File: config.mk
export PLATFORM = sky130hd
export DESIGN_NAME = spi_frame_receiver
export DESIGN_NICKNAME = d
export VERILOG_FILES = /design/src/rtl/spi_frame_receiver.sv
export SDC_FILE = /design/constraint.sdc
export NUM_CORES = 1
export LEC_CHECK = 0
export ABC_CLOCK_PERIOD_IN_PS = 1770
export CORE_MARGIN = 3
export CORE_UTILIZATION = 45
export DETAILED_ROUTE_END_ITERATION = 12
export PLACE_DENSITY = 0.77
export SETUP_SLACK_MARGIN = 0.15
export SYNTH_ARGS = -nofsm -noshare
export SYNTH_HDL_FRONTEND = slang
export SYNTH_SLANG_ARGS = --single-unit
export TNS_END_PERCENT = 1
File: constraint.sdc
create_clock -name clk -period 1.77 [get_ports clk]
set_clock_uncertainty 0.15 [all_clocks]
set_input_delay 0.354 -clock clk [delete_from_list [all_inputs] [get_ports clk]]
set_output_delay 0.354 -clock clk [all_outputs]
set_load 0.02 [all_outputs]
File: src/rtl/spi_frame_receiver.sv
// Purpose: SPI slave receiver for the DAC link; oversamples SS_n/SCLK/SDI in the clk domain.
// Latency: SYNC_STAGES+1 clk from a pin edge to its detection; valid/err in the following (DONE) cycle.
// Backpressure: none; out is held until the next accepted frame, and valid/err are single-cycle strobes.
//
// Ports:
//   clk, reset_n   system clock (rising edge) and asynchronous active-low reset
//   SS_n, SCLK     slave select and serial clock from the master (async to clk)
//   SDI            serial data from the master (async to clk), MSB first,
//                  sampled on SCLK falling edges
//   out [BITS-1:0] last accepted word
//   valid          one-cycle strobe: out updated this cycle
//   err            one-cycle strobe: frame rejected (frame check builds only)
//   busy           high from frame start through the DONE cycle
//
// Build option: define SPI_RX_FRAME_CHECK_EN to reject frames whose bit count
// is not exactly BITS. When it is undefined, every frame is accepted and err stays 0.

module spi_frame_receiver #(
  parameter int BITS        = 16,
  parameter int SYNC_STAGES = 2
) (
  input  logic            clk,
  input  logic            reset_n,
  input  logic            SS_n,
  input  logic            SCLK,
  input  logic            SDI,
  output logic [BITS-1:0] out,
  output logic            valid,
  output logic            err,
  output logic            busy
);

  localparam int            CW       = $clog2(BITS + 2);
  localparam logic [CW-1:0] CNT_MAX  = CW'(BITS + 1);
  localparam logic [CW-1:0] CNT_FULL = CW'(BITS);

  localparam logic [1:0] ST_IDLE  = 2'd0;
  localparam logic [1:0] ST_SHIFT = 2'd1;
  localparam logic [1:0] ST_DONE  = 2'd2;

  logic [SYNC_STAGES-1:0] ss_sync;
  logic [SYNC_STAGES-1:0] sclk_sync;
  logic [SYNC_STAGES-1:0] sdi_sync;
  logic                   ss_d;
  logic                   sclk_d;
  logic [SYNC_STAGES-1:0] warm;
  logic                   armed;

  logic [1:0]      state;
  logic [BITS-1:0] shift;
  logic [CW-1:0]   cnt;
  logic            err_q;

  logic            ss_s;
  logic            sclk_s;
  logic            sdi_s;
  logic            sclk_fall;
  logic            ss_rise;
  logic [BITS-1:0] shift_nxt;
  logic [CW-1:0]   cnt_nxt;
  logic            frame_ok;

  // Synchronizers plus one edge-detect register for SS_n and SCLK.
  // SDI is taken from the same depth as SCLK so it is sampled at the fall.
  always_ff @(posedge clk or negedge reset_n) begin
    if (!reset_n) begin
      ss_sync   <= '1;
      sclk_sync <= '1;
      sdi_sync  <= '0;
      ss_d      <= 1'b1;
      sclk_d    <= 1'b1;
    end else begin
      ss_sync   <= {ss_sync[SYNC_STAGES-2:0], SS_n};
      sclk_sync <= {sclk_sync[SYNC_STAGES-2:0], SCLK};
      sdi_sync  <= {sdi_sync[SYNC_STAGES-2:0], SDI};
      ss_d      <= ss_sync[SYNC_STAGES-1];
      sclk_d    <= sclk_sync[SYNC_STAGES-1];
    end
  end

  assign ss_s      = ss_sync[SYNC_STAGES-1];
  assign sclk_s    = sclk_sync[SYNC_STAGES-1];
  assign sdi_s     = sdi_sync[SYNC_STAGES-1];
  assign sclk_fall = sclk_d & ~sclk_s;
  assign ss_rise   = ss_s & ~ss_d;

  // The SS_n synchronizer resets to "deselected", so a master that is
  // mid-frame when reset releases would look like a fresh frame start.
  // Only arm once a real (pin-derived) high level on SS_n has been seen.
  // This discards the partial frame and resumes at the next SS_n fall.
  always_ff @(posedge clk or negedge reset_n) begin
    if (!reset_n) begin
      warm  <= '0;
      armed <= 1'b0;
    end else begin
      warm <= {warm[SYNC_STAGES-2:0], 1'b1};
      if (warm[SYNC_STAGES-1] && ss_s) begin
        armed <= 1'b1;
      end
    end
  end

  // Next shift/count values include a bit whose SCLK fall coincides with
  // the SS_n rise, so the frame is judged on the complete bit set.
  always_comb begin
    shift_nxt = shift;
    cnt_nxt   = cnt;
    if (sclk_fall) begin
      shift_nxt = {shift[BITS-2:0], sdi_s};
      cnt_nxt   = (cnt == CNT_MAX) ? cnt : cnt + 1'b1;
    end
  end

`ifdef SPI_RX_FRAME_CHECK_EN
  assign frame_ok = (cnt_nxt == CNT_FULL);
`else
  assign frame_ok = 1'b1;
`endif

  // The frame is evaluated on the SHIFT->DONE edge so that valid/err and
  // out are visible during the DONE cycle itself.
  always_ff @(posedge clk or negedge reset_n) begin
    if (!reset_n) begin
      state <= ST_IDLE;
      shift <= '0;
      cnt   <= '0;
      out   <= '0;
      valid <= 1'b0;
      err_q <= 1'b0;
    end else begin
      valid <= 1'b0;
      err_q <= 1'b0;
      case (state)
        ST_IDLE: begin
          if (armed && !ss_s) begin
            state <= ST_SHIFT;
            shift <= '0;
            cnt   <= '0;
          end
        end
        ST_SHIFT: begin
          shift <= shift_nxt;
          cnt   <= cnt_nxt;
          if (ss_rise) begin
            state <= ST_DONE;
            if (frame_ok) begin
              out   <= shift_nxt;
              valid <= 1'b1;
            end else begin
              err_q <= 1'b1;
            end
          end
        end
        ST_DONE: begin
          state <= ST_IDLE;
        end
        default: begin
          state <= ST_IDLE;
        end
      endcase
    end
  end

  // Without the frame check, frame_ok is constant 1 and err_q never sets.
  assign err  = err_q;
  assign busy = (state != ST_IDLE);

endmodule

==> run summary <==
status: completed
gr ovfl total: 0
Die H: 68.5 um
max-cap violations: 0
XOR/XNOR Fraction of Synth Area: 0
clock slew at reported path FFs: 80 ps
Sw Share: 0.296
I/O pins: 24
simple-gate share of the synthesized area: 0.0620
PortBufs: 22
slowest stage delay, CP: 400 ps
Post-Syn Nets: 139
final hold vios: 0
Sw Pwr: 0.748 mW
Crit path required time: 1270 ps
clock sink total: 46
Inserted Diodes: 0
Pwr Density: 1120 nW/um2
Synth Area in Adders: 0
Hold WC Path Type: reg -> reg
initial core utilization: 0.473
Cell Area, Synth: 1760 um2
DP HPWL: 1850 um
post-route cell area: 2260 um2
Area growth syn-to-layout: 28.8%
Worst-Skew Late Latency: 290 ps
core area: 3720 um2
CP Cell Sequence: or2_4 -> buf_4
Worst Setup Start Kind: flop
multiplexer share of the synthesized area: 0.0912
cell taking the most area after synthesis: dfrtp_1
largest family of logic cells by synthesized area: compound AO/OA/AOI/OAI gates
CP max FO: 2
Rows: 22
main area contributors after synthesis: dfrtp_1 (57%), mux2i_1 (9.1%), dfstp_2 (9.0%)
Final Max Slew Viols: 0
CTS tree: built
initial antenna violation count: 0
setup TNS: 0 ps
DRT iter0 DRCs: 63
setup repair after global routing missed its margin: true
H-tree depth: 2
register area share after synthesis: 0.660
DRT Pass-1 Iters: 4
critical path's top delay family: flip-flops
Period Utilization, post-route: 0.913
DR vias/cell: 5.19
nets: 169
Filler Cell Count: 303
chip width: 68.5 um
vias in the first global route: 1,003
nature of the critical path endpoint: primary output
YS warnings: 0
Cells after Synth: 134
layout cells sized above 1: 0.194
global-route wire length before repair: 4750 um
share of power burned in combinational logic: 0.239
Synth Area in Compound Gates: 0.141
full die area: 4690 um2
CP Data Arrival Time: 1110 ps
Via Count: 1,106
critical path class: reg -> out
synthesis-stage register bit count: 46
syn_area_per_cell: 13.1 um2
top cell type's share of synthesized area: 0.570
Tmin final: 1620 ps
routed len/inst: 15.7 um
CTS root buf: clkbuf_8
endpoints failing setup: 0
count of cell types in the netlist: 19
RePlAce Congestion: 0.730
CP Buf/Inv Count: 1
CTS Buf Count: 5
P_int: 1.78 mW
DRT antenna net count: 0
fmax: 619 MHz
drt drc: 0
final wirelength: 3340 um
clock network power share: 0.256
Post-DP Area: 2070 um2
clock tree buffer depth: 2
Lkg Pwr: 1.03 nW
Worst path slowest cell: dfrtp_1
register share of total power: 0.505
GRT Resource Usage Total: 0.141
largest net degree at the start of global routing: 47
Worst VDD drop: 0.664 mV
-- cells by family (layout without fill, tap and decap cells) --
group,Yosys count,after routing
other cells,2,2
compound gates,36,36
simple gates,22,22
buf+inv,12,43
mux,16,16
flops,46,46
-- final timing paths --
kind                            startpoint    endpoint  slack, ps  cells past startpoint
worst max-delay path              state[1]        busy        150                      2
worst min-delay path            ss_sync[0]  ss_sync[1]        200                      0
worst max register to register    state[1]      out[0]        160                      6
worst min register to register  ss_sync[0]  ss_sync[1]        200                      0
max in group asynchronous          reset_n  ss_sync[0]        780                      3
min in group asynchronous          reset_n    shift[8]        410                      3
-- layer usage --
layer | vias up | routed length [um] | share of wire | global-route usage
met2 | 40 | 1640 | 0.49 | 0.192
met4 | 0 | 76 | 0.023 | 0.0744
met1 | 537 | 1440 | 0.43 | 0.195
li1 | 522 | - | - | -
met5 | - | 0 | 0 | 0
met3 | 7 | 175 | 0.052 | 0.0493
-- cells in the mapped netlist (all sizes together) --
cell / count
dfrtp: 40
a21oi: 17
a22o: 16
mux2i: 16
nor2: 16
buf: 9
dfstp: 6
nor4bb: 3
clkbuf: 2
conb: 2
a21o: 1
inv: 1
nand2b: 1
nor2b: 1
o21ai: 1
o21ba: 1
or2: 1
-- state kept, by name, indices dropped and copies added, names as in the netlist --
register   cells
ss_d           1
sclk_sync      2
out           16
sclk_d         1
warm           2
armed          1
state          2
sdi_sync       2
shift         16
ss_sync        2
valid          1
-- per-stage QoR --
step / hold slack [ps] / utilization / total power, mW / instances / setup slack (ps)
after floorplan: -91.6 / - / 1.63 / 134 / 87.1
after global placement: 183 / 0.558 / 1.92 / 199 / 61.7
after detailed placement: 187 / 0.558 / 1.94 / 199 / 42.0
after CTS: 204 / 0.582 / 2.50 / 208 / 166
after global routing: 200 / 0.609 / 2.66 / 213 / 106
final: 199 / 0.609 / 2.52 / 213 / 154
-- area by class of cell --
type	instances	area, um2	share of cell area
Timing Repair Buffer	34	382	0.169
Tap cell	48	60.1	0.0265
Inverter	1	3.75	0.00166
Sequential cell	46	1160	0.512
Clock inverter	1	5.00	0.00221
Multi-Input combinational cell	76	568	0.251
Clock buffer	7	86.3	0.0381
-- placed cells by master (no fill, tap or decap), types with 2 or more instances in the layout --
cell / count
dfstp_2: 6
dlygate4sd2_1: 17
nor4bb_4: 2
clkbuf_8: 6
a22o_1: 16
a21oi_1: 17
buf_12: 3
buf_6: 2
nor2_1: 15
mux2i_1: 16
clkdlybuf4s50_1: 3
buf_4: 4
dfrtp_1: 40
conb_1: 2
clkbuf_16: 3
-- power by group through the flow --
stage	registers [mW]	logic [mW]	clock network [mW]
floorplan	1.42	0.205	0
global placement	1.29	0.628	0
detailed placement	1.30	0.639	0
CTS	1.27	0.574	0.652
global route	1.30	0.655	0.709
finish	1.28	0.603	0.645
-- repair_timing --
item                                   in CTS  in global routing
cloned                                      0                  3
resized for setup                          24                  3
hold buffers                                1                  0
pin swaps                                   0                  1
buffers inserted                            0                  2
endpoints found under the hold margin      40                  0
setup endpoints to repair                  23                  8
(Power assumes the default switching activity.)
==> variant 1, RTL diff (same flow settings) <==
Register the inputs `SS_n` and `SDI` before use, cleared by the reset. The logic sees them one clock later.
--- a/src/rtl/spi_frame_receiver.sv
+++ b/src/rtl/spi_frame_receiver.sv
@@ -38,6 +38,19 @@
   localparam logic [1:0] ST_SHIFT = 2'd1;
   localparam logic [1:0] ST_DONE  = 2'd2;
 
+  logic SS_n_q;
+  logic SDI_q;
+
+  always_ff @(posedge clk or negedge reset_n) begin
+    if (!reset_n) begin
+      SS_n_q <= '0;
+      SDI_q  <= '0;
+    end else begin
+      SS_n_q <= SS_n;
+      SDI_q  <= SDI;
+    end
+  end
+
   logic [SYNC_STAGES-1:0] ss_sync;
   logic [SYNC_STAGES-1:0] sclk_sync;
   logic [SYNC_STAGES-1:0] sdi_sync;
@@ -70,9 +83,9 @@
       ss_d      <= 1'b1;
       sclk_d    <= 1'b1;
     end else begin
-      ss_sync   <= {ss_sync[SYNC_STAGES-2:0], SS_n};
+      ss_sync   <= {ss_sync[SYNC_STAGES-2:0], SS_n_q};
       sclk_sync <= {sclk_sync[SYNC_STAGES-2:0], SCLK};
-      sdi_sync  <= {sdi_sync[SYNC_STAGES-2:0], SDI};
+      sdi_sync  <= {sdi_sync[SYNC_STAGES-2:0], SDI_q};
       ss_d      <= ss_sync[SYNC_STAGES-1];
       sclk_d    <= sclk_sync[SYNC_STAGES-1];
     end
Behaviour: not the same (Yosys sat finds a counterexample within 10 cycles, from zero or initial values and one cycle with reset_n low).
==> variant 1 against the unedited design <==
  * Sequential cell count grew 2
  * Total power is 5.4% higher
  * Area after synthesis grew 3.4%
  * Setup slack better by 0.011 ns
  * Synthesized cell count grew 1.5%
  * Wire length decreased by 0.81%
  * Critical path type unchanged
  * Cell area shrank 1.1%
  * Core utilization is 1.6 points lower
==> variant 1: results (changes against the unedited design) <==
| Metric | Value |
|---|---|
| Outcome | completed (unchanged) |
| Drt total wl | 3310 um (was 3340 um) |
| Layout area overhead | 23.2% (was 28.8%) |
| # resized after CTS | 25 (was 24) |
| Largest cells by area after synthesis | dfrtp_1 (58%), mux2i_1 (8.8%), dfstp_2 (8.7%) (was dfrtp_1 (57%), mux2i_1 (9.1%), dfstp_2 (9.0%)) |
| N_diodes | 0 (unchanged) |
| Via/cell ratio | 5.37 (was 5.19) |
| H-tree depth | 2 (unchanged) |
| Mux share of post-synthesis cell area | 8.82% (was 9.12%) |
| Worst VDD drop | 0.749 mV (was 0.664 mV) |
| Share of layout cells above drive strength 1 | 17.1% (was 19.4%) |
| Hold WC Path Type | register to register (unchanged) |
| Total power draw | 2.66 mW (was 2.52 mW) |
| Syn avg cell area | 13.4 sq um (was 13.1 sq um) |
| Asr flop ratio synth | 100% (unchanged) |
| Final non-filler cell total | 212 (was 213) |
| Post-Place Setup Slack | 0.0487 ns (was 0.0420 ns) |
| Complex-gate fraction of the synthesized area | 14.0% (was 14.1%) |
| Ys Warns | 0 (unchanged) |
| Num CTS Buffers | 5 (unchanged) |
| Initial DRC Count | 41 (was 63) |
| Placed Area | 2110 sq um (was 2070 sq um) |
| P_int | 1.90 mW (was 1.78 mW) |
| Root Driver | clkbuf_8 (unchanged) |
| Seq pwr share | 49.7% (was 50.5%) |
| Antenna violations before repair | 0 (unchanged) |
| Clock transition at path regs | 0.08 ns (about the same) |
| GR Overflow Total | 0 (unchanged) |
| First-pass DRT Iterations | 4 (unchanged) |
| Dpl cells | 202 (was 199) |
| Fill count | 307 (was 303) |
| GPL Wtd Cong | 0.710 (was 0.730) |
| Hpwl dp | 2080 um (was 1850 um) |
| Max FO, Critical Path | 3 (was 2) |
| Clk_lat worst skew | 0.30 ns |
| Final Net Count | 168 (was 169) |
| First-pass GRT wire length | 5520 um (was 4750 um) |
| # hold bufs at CTS | 1 (unchanged) |
| Clk power | 0.760 mW (was 0.645 mW) |
| Top post-synthesis cells by count | dfrtp_1 (42), a21oi_1 (17), a22o_1 (16), mux2i_1 (16), nor2_1 (16) (was dfrtp_1 (40), a21oi_1 (17), a22o_1 (16), mux2i_1 (16), nor2_1 (16)) |
| Port Buf Inserts | 22 (unchanged) |
| Largest net degree at the start of global routing | 34 (was 47) |
| Synth Net Count | 141 (was 139) |
| Leakage | 1.02 nW (was 1.03 nW) |
| Seq/Total Area, Yosys | 66.5% (was 66.0%) |
| Post-synthesis cell type count | 21 (was 19) |
| All-Layer GR Usage | 14.8% (was 14.1%) |
| Setup repair bufs after CTS | 0 (unchanged) |
| Post-Synth XOR/XNOR Area | 0% (unchanged) |
| Largest family of logic cells by synthesized area | compound AO/OA/AOI/OAI gates (unchanged) |
| Worst EP arrival | around 1.1 ns |
variant 1: cell type report:
class                   count  share of cell area, %
clock buffers               6                   3.24
clock inverters             2                   1.57
inverters                   1                  0.168
multi-input cells          77                   25.5
flip-flops and latches     48                   54.0
well taps                  48                   2.68
repair buffers             30                   12.8
variant 1: layer usage:
metal	wire [um]	vias up	global-route usage [%]
li1	-	533	-
met1	1400	577	17.0
met2	1730	23	24.6
met3	121	5	4.64
met4	60	0	7.81
met5	0	-	0
variant 1: final timing paths:
path                              from          end  slack (ns)  cells past startpoint
setup / recovery              state[1]         busy        0.16                      2
hold / removal             sdi_sync[0]  sdi_sync[1]        0.20                      0
setup reg to reg              state[1]     shift[3]        0.17                      4
hold reg to reg            sdi_sync[0]  sdi_sync[1]        0.20                      0
max in group asynchronous      reset_n    shift[15]        0.68                      3
min in group asynchronous      reset_n      out[14]        0.26                      2
variant 1: critical path: stages, from the launching register on:
cell	delay [ns]
dfrtp_1	0.41
or2_4	0.27
buf_6	0.14
==> variant 2, RTL diff (same flow settings) <==
Without the edit above. `SYNC_STAGES`: 2 -> 4.
--- a/src/rtl/spi_frame_receiver.sv
+++ b/src/rtl/spi_frame_receiver.sv
@@ -17,7 +17,7 @@
 
 module spi_frame_receiver #(
   parameter int BITS        = 16,
-  parameter int SYNC_STAGES = 2
+  parameter int SYNC_STAGES = 4
 ) (
   input  logic            clk,
   input  logic            reset_n,
Formal check against the unedited RTL: not equivalent (a bounded check fails within 10 cycles, from zero or initial values and one cycle with reset_n low).
==> variant 2 against the unedited design <==
  * Count of clock-buffer cells in the layout fell by 1
  * Total power rose by 6.5%
  * Cell area rose by 4.4%
  * First-iteration DRC count rose by 120%
  * Sequential cell count rose by 8
  * Setup slack improved by 0.014 ns
  * Maximum frequency rose by 0.90%
  * Wire length fell by 5.2%
  * Sequential share of layout area rose by 6.5 points
  * Area after synthesis rose by 12%
  * Die area rose by 11%
==> variant 2: results (changes against the unedited design) <==
| Metric | Value |
|---|---|
| Share of layout cells above drive strength 1 | 17.9% (was 19.4%) |
| RR Startpoint | ss_sync[3] (was state[1]) |
| Num CTS Buffers | 5 (unchanged) |
| N_diodes | 0 (unchanged) |
| Ys Warns | 0 (unchanged) |
| Hold Path End | sdi_sync[3] (was ss_sync[1]) |
| Cell count of the worst hold path | 0 (unchanged) |
| Number of global-route vias before repair | 1199 (was 1003) |
| Post-synthesis cell type count | 19 (unchanged) |
| Clock transition at path regs | around 0.090 ns |
| First-pass GRT wire length | 5620 um (was 4750 um) |
| Max FO, Critical Path | 2 (unchanged) |
| Antenna violations before repair | 0 (unchanged) |
| CTS max path bufs | 2 (unchanged) |
| Dpl cells | 209 (was 199) |
| Final Net Count | 172 (was 169) |
| Largest registers | out: 16 flops, shift: 16 flops (unchanged) |
| Root Driver | clkbuf_8 (unchanged) |
| Hpwl dp | 2080 um (was 1850 um) |
| H-tree depth | 2 (unchanged) |
| Leakage | 1.07 nW (was 1.03 nW) |
| First-pass DRT Iterations | 4 (unchanged) |
| Setup repair bufs after CTS | 0 (unchanged) |
| Placed Area | 2280 sq um (was 2070 sq um) |
| Seq/Total Area, Yosys | 69.5% (was 66.0%) |
| Initial DRC Count | 140 (was 63) |
| Hold Violations, Final | 0 (unchanged) |
| Hold path startpoint | sdi_sync[2] (was ss_sync[0]) |
| Worst VDD drop | 0.598 mV (was 0.664 mV) |
| Outcome | completed (unchanged) |
| Port Buf Inserts | 22 (unchanged) |
| Worst r2r path cells | 4 (was 6) |
| Wire per inst | 14.5 um (was 15.7 um) |
| Syn avg cell area | 13.8 sq um (was 13.1 sq um) |
| Largest cells by area after synthesis | dfrtp_1 (56%), dfstp_2 (13%), mux2i_1 (8.2%) (was dfrtp_1 (57%), mux2i_1 (9.1%), dfstp_2 (9.0%)) |
| Flop2flop setup slack | 0.21 ns (was 0.16 ns) |
| FF-to-FF End | out[14] (was out[0]) |
| GPL Wtd Cong | 0.811 (was 0.730) |
| Via count | 1137 (was 1106) |
| Drt total wl | 3160 um (was 3340 um) |
| Fill count | 321 (was 303) |
| Asr flop ratio synth | 100% (unchanged) |
| Top post-synthesis cells by count | dfrtp_1 (44), a21oi_1 (17), a22o_1 (16), mux2i_1 (16), nor2_1 (16) (was dfrtp_1 (40), a21oi_1 (17), a22o_1 (16), mux2i_1 (16), nor2_1 (16)) |
| Final hold slack | 0.208 ns (was 0.199 ns) |
| Largest net degree at the start of global routing | 37 (was 47) |
| All-Layer GR Usage | 14.4% (was 14.1%) |
| Clk_lat worst skew | 0.30 ns |
| Detailed-route DRC error count | 0 (unchanged) |
| Hold WC Path Type | register to register (unchanged) |
| Synth Net Count | 147 (was 139) |
variant 2: repair_timing:
item	in CTS	in global routing
hold buffers	1	0
gates resized for setup	20	4
hold endpoints to repair	8	0
endpoints found under the setup margin	18	27
variant 2: where the power goes:
| group | switching (mW) | leakage, nW | internal [mW] |
|---|---|---|---|
| logic | 0.330 | 0.368 | 0.238 |
| clock network | 0.372 | 0.0450 | 0.275 |
| registers | 0.0824 | 0.657 | 1.39 |
| total | 0.785 | 1.07 | 1.90 |
variant 2: area by class of cell:
type | count | area share [%]
Tap cell | 50 | 2.65
Inverter | 1 | 0.159
Multi-Input combinational cell | 76 | 23.9
Sequential cell | 54 | 57.7
Clock inverter | 2 | 0.424
Clock buffer | 6 | 3.07
Timing Repair Buffer | 29 | 12.0
variant 2: metal layers:
metal	vias up	GRT usage (%)	wire (um)
met5	-	0	0
met3	10	5.40	127
met1	562	17.6	1440
met2	23	22.0	1480
li1	542	-	-
met4	0	7.93	114
variant 2: worst max path at each step:
stage	from	endpoint	slack, ns
finish	state[1]	busy	0.17
detailed placement	state[1]	busy	0.05
CTS	state[1]	busy	-0.004
floorplan	sclk_d	shift[10]	0.09
global route	ss_sync[3]	out[14]	0.11
global placement	state[1]	busy	0.07
variant 2: worst max-delay path, stage by stage, from the launching register on:
cell and delay, ns:
dfrtp_1 0.39, or2_4 0.25, buf_4 0.16
variant 2: logic make-up after synthesis:
logic type | share of synthesized area (%)
simple gates | 5.55
other cells | 0.383
mux | 8.16
compound gates | 12.6
buf+inv | 3.76
flops | 69.5
variant 2: through the flow:
stage	setup slack [ns]	total power, mW	setup TNS, ns	utilization, %
finish	0.169	2.69	0	57.4
global route	0.107	2.84	0	57.4
CTS	-0.00370	2.72	-0.00370	57.2
detailed placement	0.0529	2.15	0	55.5
global placement	0.0651	2.12	0	55.5
floorplan	0.0871	1.83	0	-
